===== src/rtl/tff_count_sequencer.sv =====
// Sequencer for an external bank of T flip-flops: clears the bank, then drives its T inputs
// so the bank counts up or down to a captured target, reporting completion and step count.
module tff_count_sequencer #(
    parameter int unsigned WIDTH = 4
) (
    input  logic             i_cp,
    input  logic             i_rst,
    input  logic             i_start,
    input  logic             i_dir,
    input  logic [WIDTH-1:0] i_target,
    input  logic             i_abort,
    input  logic [WIDTH-1:0] i_ff_q,
    output logic [WIDTH-1:0] o_ff_t,
    output logic             o_ff_n_rst,
    output logic             o_busy,
    output logic             o_done,
    output logic [WIDTH:0]   o_steps
);

    typedef enum logic [1:0] {
        StIdle  = 2'd0,
        StClear = 2'd1,
        StRun   = 2'd2,
        StDone  = 2'd3
    } state_e;

    state_e           r_state;
    logic             r_dir;
    logic [WIDTH-1:0] r_target;
    logic [WIDTH:0]   r_steps;
    logic             r_busy;
    logic             r_done;

    logic             w_match;
    logic [WIDTH-1:0] w_t_up;
    logic [WIDTH-1:0] w_t_down;

    assign w_match = (i_ff_q == r_target);

    // Toggle enables: bit i flips when all lower bits are 1 (up) or all 0 (down).
    always_comb begin
        w_t_up      = '0;
        w_t_down    = '0;
        w_t_up[0]   = 1'b1;
        w_t_down[0] = 1'b1;
        for (int i = 1; i < int'(WIDTH); i++) begin
            w_t_up[i]   = w_t_up[i-1] & i_ff_q[i-1];
            w_t_down[i] = w_t_down[i-1] & ~i_ff_q[i-1];
        end
    end

    always_comb begin
        o_ff_t = '0;
        if (r_state == StRun && !i_rst && !i_abort && !w_match) begin
            o_ff_t = r_dir ? w_t_up : w_t_down;
        end
    end

    // Clear follows rst combinationally so the bank clears on the same edge as this block.
    assign o_ff_n_rst = ~(i_rst || (r_state == StClear));
    assign o_busy     = r_busy;
    assign o_done     = r_done;
    assign o_steps    = r_steps;

    always_ff @(posedge i_cp) begin
        if (i_rst) begin
            r_state  <= StIdle;
            r_dir    <= 1'b0;
            r_target <= '0;
            r_steps  <= '0;
            r_busy   <= 1'b0;
            r_done   <= 1'b0;
        end else begin
            r_done <= 1'b0;
            unique case (r_state)
                StIdle: begin
                    if (i_start) begin
                        r_dir    <= i_dir;
                        r_target <= i_target;
                        r_steps  <= '0;
                        r_busy   <= 1'b1;
                        r_state  <= StClear;
                    end
                end
                StClear: begin
                    if (i_abort) begin
                        r_busy  <= 1'b0;
                        r_state <= StIdle;
                    end else begin
                        r_state <= StRun;
                    end
                end
                StRun: begin
                    if (i_abort) begin
                        r_busy  <= 1'b0;
                        r_state <= StIdle;
                    end else if (w_match) begin
                        r_busy  <= 1'b0;
                        r_done  <= 1'b1;
                        r_state <= StDone;
                    end else begin
                        r_steps <= r_steps + (WIDTH+1)'(1);
                    end
                end
                StDone: begin
                    r_state <= StIdle;
                end
                default: begin
                    r_busy  <= 1'b0;
                    r_state <= StIdle;
                end
            endcase
        end
    end

endmodule


===== config.mk =====
export PLATFORM = sky130hd
export DESIGN_NAME = tff_count_sequencer
export DESIGN_NICKNAME = d
export VERILOG_FILES = /design/src/rtl/tff_count_sequencer.sv
export SDC_FILE = /design/constraint.sdc
export NUM_CORES = 1
export LEC_CHECK = 0
export CORE_ASPECT_RATIO = 0.7
export CORE_MARGIN = 8
export CORE_UTILIZATION = 45
export DETAILED_ROUTE_END_ITERATION = 8
export PLACE_DENSITY_LB_ADDON = 0.25
export SLEW_MARGIN = 20
export SYNTH_ARGS = -nofsm -noshare
export SYNTH_HDL_FRONTEND = slang
export SYNTH_SLANG_ARGS = --single-unit

===== constraint.sdc =====
create_clock -name i_cp -period 4.9 [get_ports i_cp]
set_clock_uncertainty 0.05 [all_clocks]
set_input_delay 0.735 -clock i_cp [delete_from_list [all_inputs] [get_ports i_cp]]
set_output_delay 0.735 -clock i_cp [all_outputs]
set_load 0.02 [all_outputs]

==> results of run 1 <==
==> per-layer routing <==
layer	wire, um	track usage (%)
met1	930	14.7
met2	965	18.8
met3	250	7.58
met4	28	2.03
met5	0	0
==> path summary, 6_finish.rpt <==
| kind | startpoint | to | slack (ns) | cells past startpoint |
|---|---|---|---|---|
| max | i_ff_q[0] | o_ff_t[1] | 1.17 | 7 |
| min | r_target[2] | r_target[2] | 0.43 | 2 |
| max reg2reg | r_state[1] | o_steps[2] | 2.93 | 6 |
| min reg2reg | r_target[2] | r_target[2] | 0.43 | 2 |
==> cells by family after synthesis <==
group,synth area share [%]
AO/OA/AOI/OAI,19.5
XOR/XNOR,7.59
adder cells (fa/ha/maj),7.16
buffers and inverters,5.16
flip-flops,32.1
multiplexers,2.86
AND/OR/NAND/NOR,25.6
==> placed cells by master (no fill, tap or decap), types with 2 or more instances in the layout <==
cell / Yosys / layout
nand2_1: 10 / 10
xor2_2: 3 / 3
o211ai_1: 2 / 2
xor2_1: 2 / 2
inv_1: 4 / 4
or4_1: 4 / 4
a21oi_1: 10 / 10
dfxtp_1: 14 / 14
o21a_1: 2 / 2
nand3_1: 6 / 6
ha_1: 5 / 5
nor2_1: 3 / 3
clkbuf_4: 0 / 3
clkdlybuf4s50_1: 0 / 24
o311ai_1: 3 / 3
nand4_1: 3 / 3
a21oi_2: 2 / 2
nand2b_1: 2 / 2
a31oi_1: 2 / 2
==> state kept, by name, summed over array words and instances, names as in the netlist <==
signal / flops
o_steps: 5
r_target: 4
r_state: 2
o_busy: 1
o_done: 1
r_dir: 1
==> cell type report <==
type                            count  area [um^2]
Fill cell                         165          693
Tap cell                           22         27.5
Sequential cell                    14          280
Multi-Input combinational cell     74          548
Clock buffer                        3         22.5
Inverter                            5         18.8
Timing Repair Buffer               25          248
==> worst max-delay path, cell delays in order <==
cell,delay (ns)
clkdlybuf4s50_1,0.61
xor2_2,0.20
nor4_4,0.06
buf_4,0.18
or3_4,0.41
nor2_1,0.12
clkdlybuf4s50_1,0.61
==> metrics by stage <==
stage | area (um^2) | worst slack (ns) | cells | utilization [%]
after CTS | 1140 | 1.16 | 143 | 62.3
final | 1140 | 1.17 | 143 | 62.3
after global routing | 1140 | 1.06 | 143 | 62.3
after global placement | 1120 | 1.22 | 140 | 61.1
after detailed placement | 1120 | 1.17 | 140 | 61.1
after floorplan | 873 | 2.25 | 98 | -
==> power groups by stage <==
stage / logic, mW / clock network (mW) / registers, mW
after floorplan: 0.0406 / 0 / 0.129
after global placement: 0.0652 / 0 / 0.127
after detailed placement: 0.0670 / 0 / 0.128
after CTS: 0.0676 / 0.0671 / 0.125
after global routing: 0.0736 / 0.0714 / 0.125
final: 0.0674 / 0.0659 / 0.125
==> key figures, run 1 <==
Run status
  • Status: finished clean

Die
  • Core area: 1840 um^2
  • Initial Util: 47.5%
  • Die X-Extent: 68.7 um
  • Num rows: 13
  • Die area: 3630 um^2
  • Height of the die: 52.9 um
  • I/O pin count: 25

GRT
  • Gr usage total: 12.4%
  • Largest net degree at the start of global routing: 19
  • Initial antenna violation count: 0
  • First-pass GRT wire length: 3410 um
  • Vias in the first global route: 744
  • Grt total ovfl: 0

Synthesis
  • Cell variety after synth: 36
  • Commonest cells post-synth: dfxtp_1, a21oi_1, nand2_1, nand3_1, ha_1
  • Top-count cell post-synth: dfxtp_1
  • Seq/Total Area, Yosys: 32.1%
  • Mapped Avg Cell Area: 8.91 um^2
  • Async SR Flop Fraction: 0%
  • Share of the synthesized area in the top cell type: 32.1%
  • Syn Inst Count: 98
  • Post-synth EDFFs: 0
  • Warnings from Yosys: 0
  • Post-synth top area cell: dfxtp_1
  • Mapped Area: 873 um^2
  • Area contributors post-synth: dfxtp_1, ha_1, a21oi_1
  • Top FF cell, synth: dfxtp_1
  • Syn Nets: 116
  • FF+latch count, synth: 14

Clock network
  • CTS H-tree depth: 1
  • TritonCTS Sinks: 14
  • Postcts setup bufs: 0
  • Clock buffer depth: 2
  • Clock Pin Slew Worst Setup and Hold Paths: 0.08 ns
  • Post-CTS sizing: 0
  • Root Buffer: clkbuf_4
  • Cts hold-fix bufs: 0
  • Clk Latency, worst-skew pair: 0.28 ns
  • Num CTS Buffers: 3
  • CTS tree: built

Pwr
  • Peak VDD IR: 253 uV
  • Clock power frac: 25.5%
  • Sw power: 78.7 uW
  • Power Density: 225 nW/um^2
  • Sw frac: 30.5%
  • Pint: 179 uW
  • Logic pwr share: 26.1%
  • Leak Pwr: 0.413 nW
  • Total power: 258 uW
  • Seq pwr share: 48.4%

Routing
  • Detail Route Antenna Nets: 0
  • Via/cell ratio: 5.69
  • Vias: 813
  • Drt total wl: 2180 um
  • DR iter-0 viols: 23
  • Pre-Repair DR Iteration Count: 4
  • Wire length per cell: 15.2 um
  • DRC: 0

Job
  • Max-cap violation count: 0

STA
  • Final setup TNS: 0 ns
  • RSZ-0062 raised after global routing: false
  • Slew at the pin with the worst max-slew slack: 0.624 ns
  • Fmax: 268 MHz
  • Fin crit period: 3.73 ns
  • Hold WS: 0.434 ns
  • Slew Limit Headroom: 58.3%
  • Hold Fails Final Rpt: 0
  • Crit share post-route: 76.0%
  • Max Slew Vio Count: 0
  • Final Setup Violations: 0

Cells and area
  • Number of antenna cells inserted: 0
  • Share of layout cells above drive strength 1: 14.0%
  • Post-layout net count: 141
  • P&R area growth vs syn: 31.1%

Worst setup path
  • WS Path Type: in2out
  • Startpoint Class: primary input
  • Critical Path RT: 4.12 ns
  • Crit path max fanout: 15
  • Critical path arrival: 2.94 ns
  • Worst setup EP type: output port

Placement
  • GPL Wtd Cong: 0.819
  • HPWL Detailed: 1700 um
  • I/O Buffers: 24

Min path
  • Hold/Removal Path Class: reg2reg
(Power assumes the default switching activity.)
==> run 2, diff against run 1 <==
==> constraint.sdc (replaced) <==
create_clock -name i_cp -period 3.5 [get_ports i_cp]
set_clock_uncertainty 0.05 [all_clocks]
set_input_delay 0.525 -clock i_cp [delete_from_list [all_inputs] [get_ports i_cp]]
set_output_delay 0.525 -clock i_cp [all_outputs]
set_load 0.02 [all_outputs]
==> run 2 against run 1 <==
Wire length shrank 4.4%. Register-to-register slack lost 1.4 ns. Via count grew 0.25%. Count of clock-buffer cells in the layout grew 1. Sequential power grew 40%. Total power grew 51%. Setup slack lost 0.82 ns. Critical path type unchanged. Critical endpoint is now o_ff_t[2].
==> key figures, run 2 (synthesis gave the netlist of run 1 again) <==
Routing
  • DRC: 0 (unchanged)
  • Wire length per cell: 14.3 um (was 15.2 um)
  • Detail Route Antenna Nets: 0 (unchanged)
  • Via/cell ratio: 5.62 (was 5.69)
  • Drt total wl: 2080 um (was 2180 um)
  • Vias: 815 (was 813)
  • DR iter-0 viols: 45 (was 23)
  • Pre-Repair DR Iteration Count: 4 (unchanged)

STA
  • Fin crit period: 3.15 ns
  • Max Slew Vio Count: 0 (unchanged)
  • Final Setup Violations: 0 (unchanged)
  • Slew Limit Headroom: 67.9% (was 58.3%)
  • Hold Fails Final Rpt: 0 (unchanged)
  • Fmax: 318 MHz
  • Slew at the pin with the worst max-slew slack: 0.477 ns (was 0.624 ns)
  • RSZ-0062 raised after global routing: false (unchanged)
  • Crit share post-route: 89.9%
  • Final setup TNS: 0 ns (unchanged)

Die
  • Num rows: 13 (unchanged)
  • I/O pin count: 25 (unchanged)
  • Initial Util: 47.5% (unchanged)
  • Height of the die: 52.9 um (unchanged)
  • Core area: 1840 um^2 (unchanged)
  • Die area: 3630 um^2 (unchanged)
  • Die X-Extent: 68.7 um (unchanged)

Worst setup path
  • Critical path arrival: 2.57 ns (was 2.94 ns)
  • Worst setup EP type: output port (unchanged)
  • Startpoint Class: primary input (unchanged)
  • FF-to-FF path depth: 6 (unchanged)
  • WS Path Type: in2out (unchanged)
  • CP max stage cell: clkdlybuf4s50_1 (unchanged)
  • Max stage delay on crit path: 0.62 ns (was 0.61 ns)
  • Critical Path RT: 2.92 ns (was 4.12 ns)
  • Most used cell, CP: clkdlybuf4s50_1 (unchanged)
  • Crit path max fanout: 6 (was 15)
  • Ordered list of cells on the worst path: clkdlybuf4s50_1 > xor2_2 > nor4_4 > or3_4 > a21oi_2 > clkdlybuf4s50_1 (was clkdlybuf4s50_1 > xor2_2 > nor4_4 > buf_4 > or3_4 > nor2_1 > clkdlybuf4s50_1)
  • R2R Path End: o_steps[4] (was o_steps[2])
  • Reg-to-reg setup timing slack: 1.58 ns (was 2.93 ns)
  • Beginning of the worst register-to-register path: r_state[0] (was r_state[1])

Clock network
  • Post-CTS sizing: 0 (unchanged)
  • Clock buffer depth: 2 (unchanged)
  • Num CTS Buffers: 3 (unchanged)
  • CTS tree: built (unchanged)
  • Clk Latency, worst-skew pair: 0.28 ns (about the same)
  • Clock Pin Slew Worst Setup and Hold Paths: 0.09 ns (was 0.08 ns)
  • CTS H-tree depth: 1 (unchanged)
  • Postcts setup bufs: 0 (unchanged)
  • TritonCTS Sinks: 14 (unchanged)
  • Cts hold-fix bufs: 0 (unchanged)
  • Root Buffer: clkbuf_4 (unchanged)

GRT
  • Grt total ovfl: 0 (unchanged)
  • Gr usage total: 12.1% (was 12.4%)
  • Initial antenna violation count: 0 (unchanged)
  • Largest net degree at the start of global routing: 18 (was 19)
  • First-pass GRT wire length: 3400 um (was 3410 um)
  • Vias in the first global route: 734 (was 744)

Placement
  • HPWL Detailed: 1630 um (was 1700 um)
  • I/O Buffers: 24 (unchanged)
  • GPL Wtd Cong: 0.876 (was 0.819)

Pwr
  • Power Density: 334 nW/um^2 (was 225 nW/um^2)
  • Peak VDD IR: 324 uV (was 253 uV)
  • Leak Pwr: 0.425 nW (was 0.413 nW)

Cells and area
  • Core Util, Final: 63.4% (was 62.3%)
  • Post-layout net count: 142 (was 141)
  • Commonest non-fill, non-tap cells in the layout: clkdlybuf4s50_1, dfxtp_1, nand2_1, a21oi_1, nand3_1 (unchanged)
  • Number of antenna cells inserted: 0 (unchanged)
  • P&R area growth vs syn: 33.5% (was 31.1%)
  • Commonest non-fill, non-tap cell in the layout: clkdlybuf4s50_1 (unchanged)
  • Max reg flops: 5 (unchanged)
  • Share of layout cells above drive strength 1: 15.4% (was 14.0%)

Min path
  • Hold_sp: r_target[2] (unchanged)
  • Hold depth: 2 (unchanged)
  • Hold/Removal Path Class: reg2reg (unchanged)
  • Min-Delay Endpoint: r_target[2] (unchanged)

Run status
  • Status: finished clean (unchanged)

Job
  • Max-cap violation count: 0 (unchanged)
[run 2: cell types whose count changed in the layout (fill, tap and decap cells not counted), sizes merged]
cell / delta
buf: +1
clkbuf: +1
[run 2: layer usage]
layer	GRT usage (%)	share of wire [%]	vias up
met5	0	0	-
met4	1.02	0.29	0
met3	6.32	9.5	2
met2	16.6	44	24
met1	16.6	46	378
li1	-	-	411
[run 2: cell type report]
type | instances | area (um^2)
multi-input cells | 74 | 548
well taps | 22 | 27.5
clock buffers | 4 | 36.3
fillers | 168 | 672
inverters | 5 | 18.8
repair buffers | 26 | 255
flip-flops and latches | 14 | 280
[run 2: worst max-delay path by stage]
stage	start	to	slack [ns]	cells past startpoint
after floorplan	i_ff_q[2]	o_ff_t[1]	1.27	5
after global placement	i_ff_q[0]	o_ff_t[1]	0.40	6
after detailed placement	i_ff_q[0]	o_ff_t[2]	0.33	6
after CTS	i_ff_q[0]	o_ff_t[2]	0.33	6
after global routing	i_ff_q[0]	o_ff_t[1]	0.27	6
final	i_ff_q[0]	o_ff_t[2]	0.35	6
[run 2: stage by stage]
stage,instances,hold WS [ns],area (um^2),setup WS (ns),total power [mW]
finish,145,0.431,1170,0.353,0.389
global route,145,0.464,1170,0.271,0.408
CTS,145,0.428,1170,0.333,0.393
detailed placement,141,0.413,1130,0.334,0.272
global placement,141,0.413,1130,0.401,0.270
floorplan,98,0.398,873,1.27,0.237
[run 2: power breakdown]
part	switching (mW)	internal [mW]
registers	0.00722	0.168
logic	0.0498	0.0442
clock network	0.0569	0.0633
total	0.114	0.275
[run 2: critical path, delay by kind of cell]
kind,cells,cell delay [ns]
and+or+nand+nor,2,0.48
xor gates and xnor gates,1,0.21
buffers and inverters,2,1.24
AOI/OAI and AO/OA,1,0.12
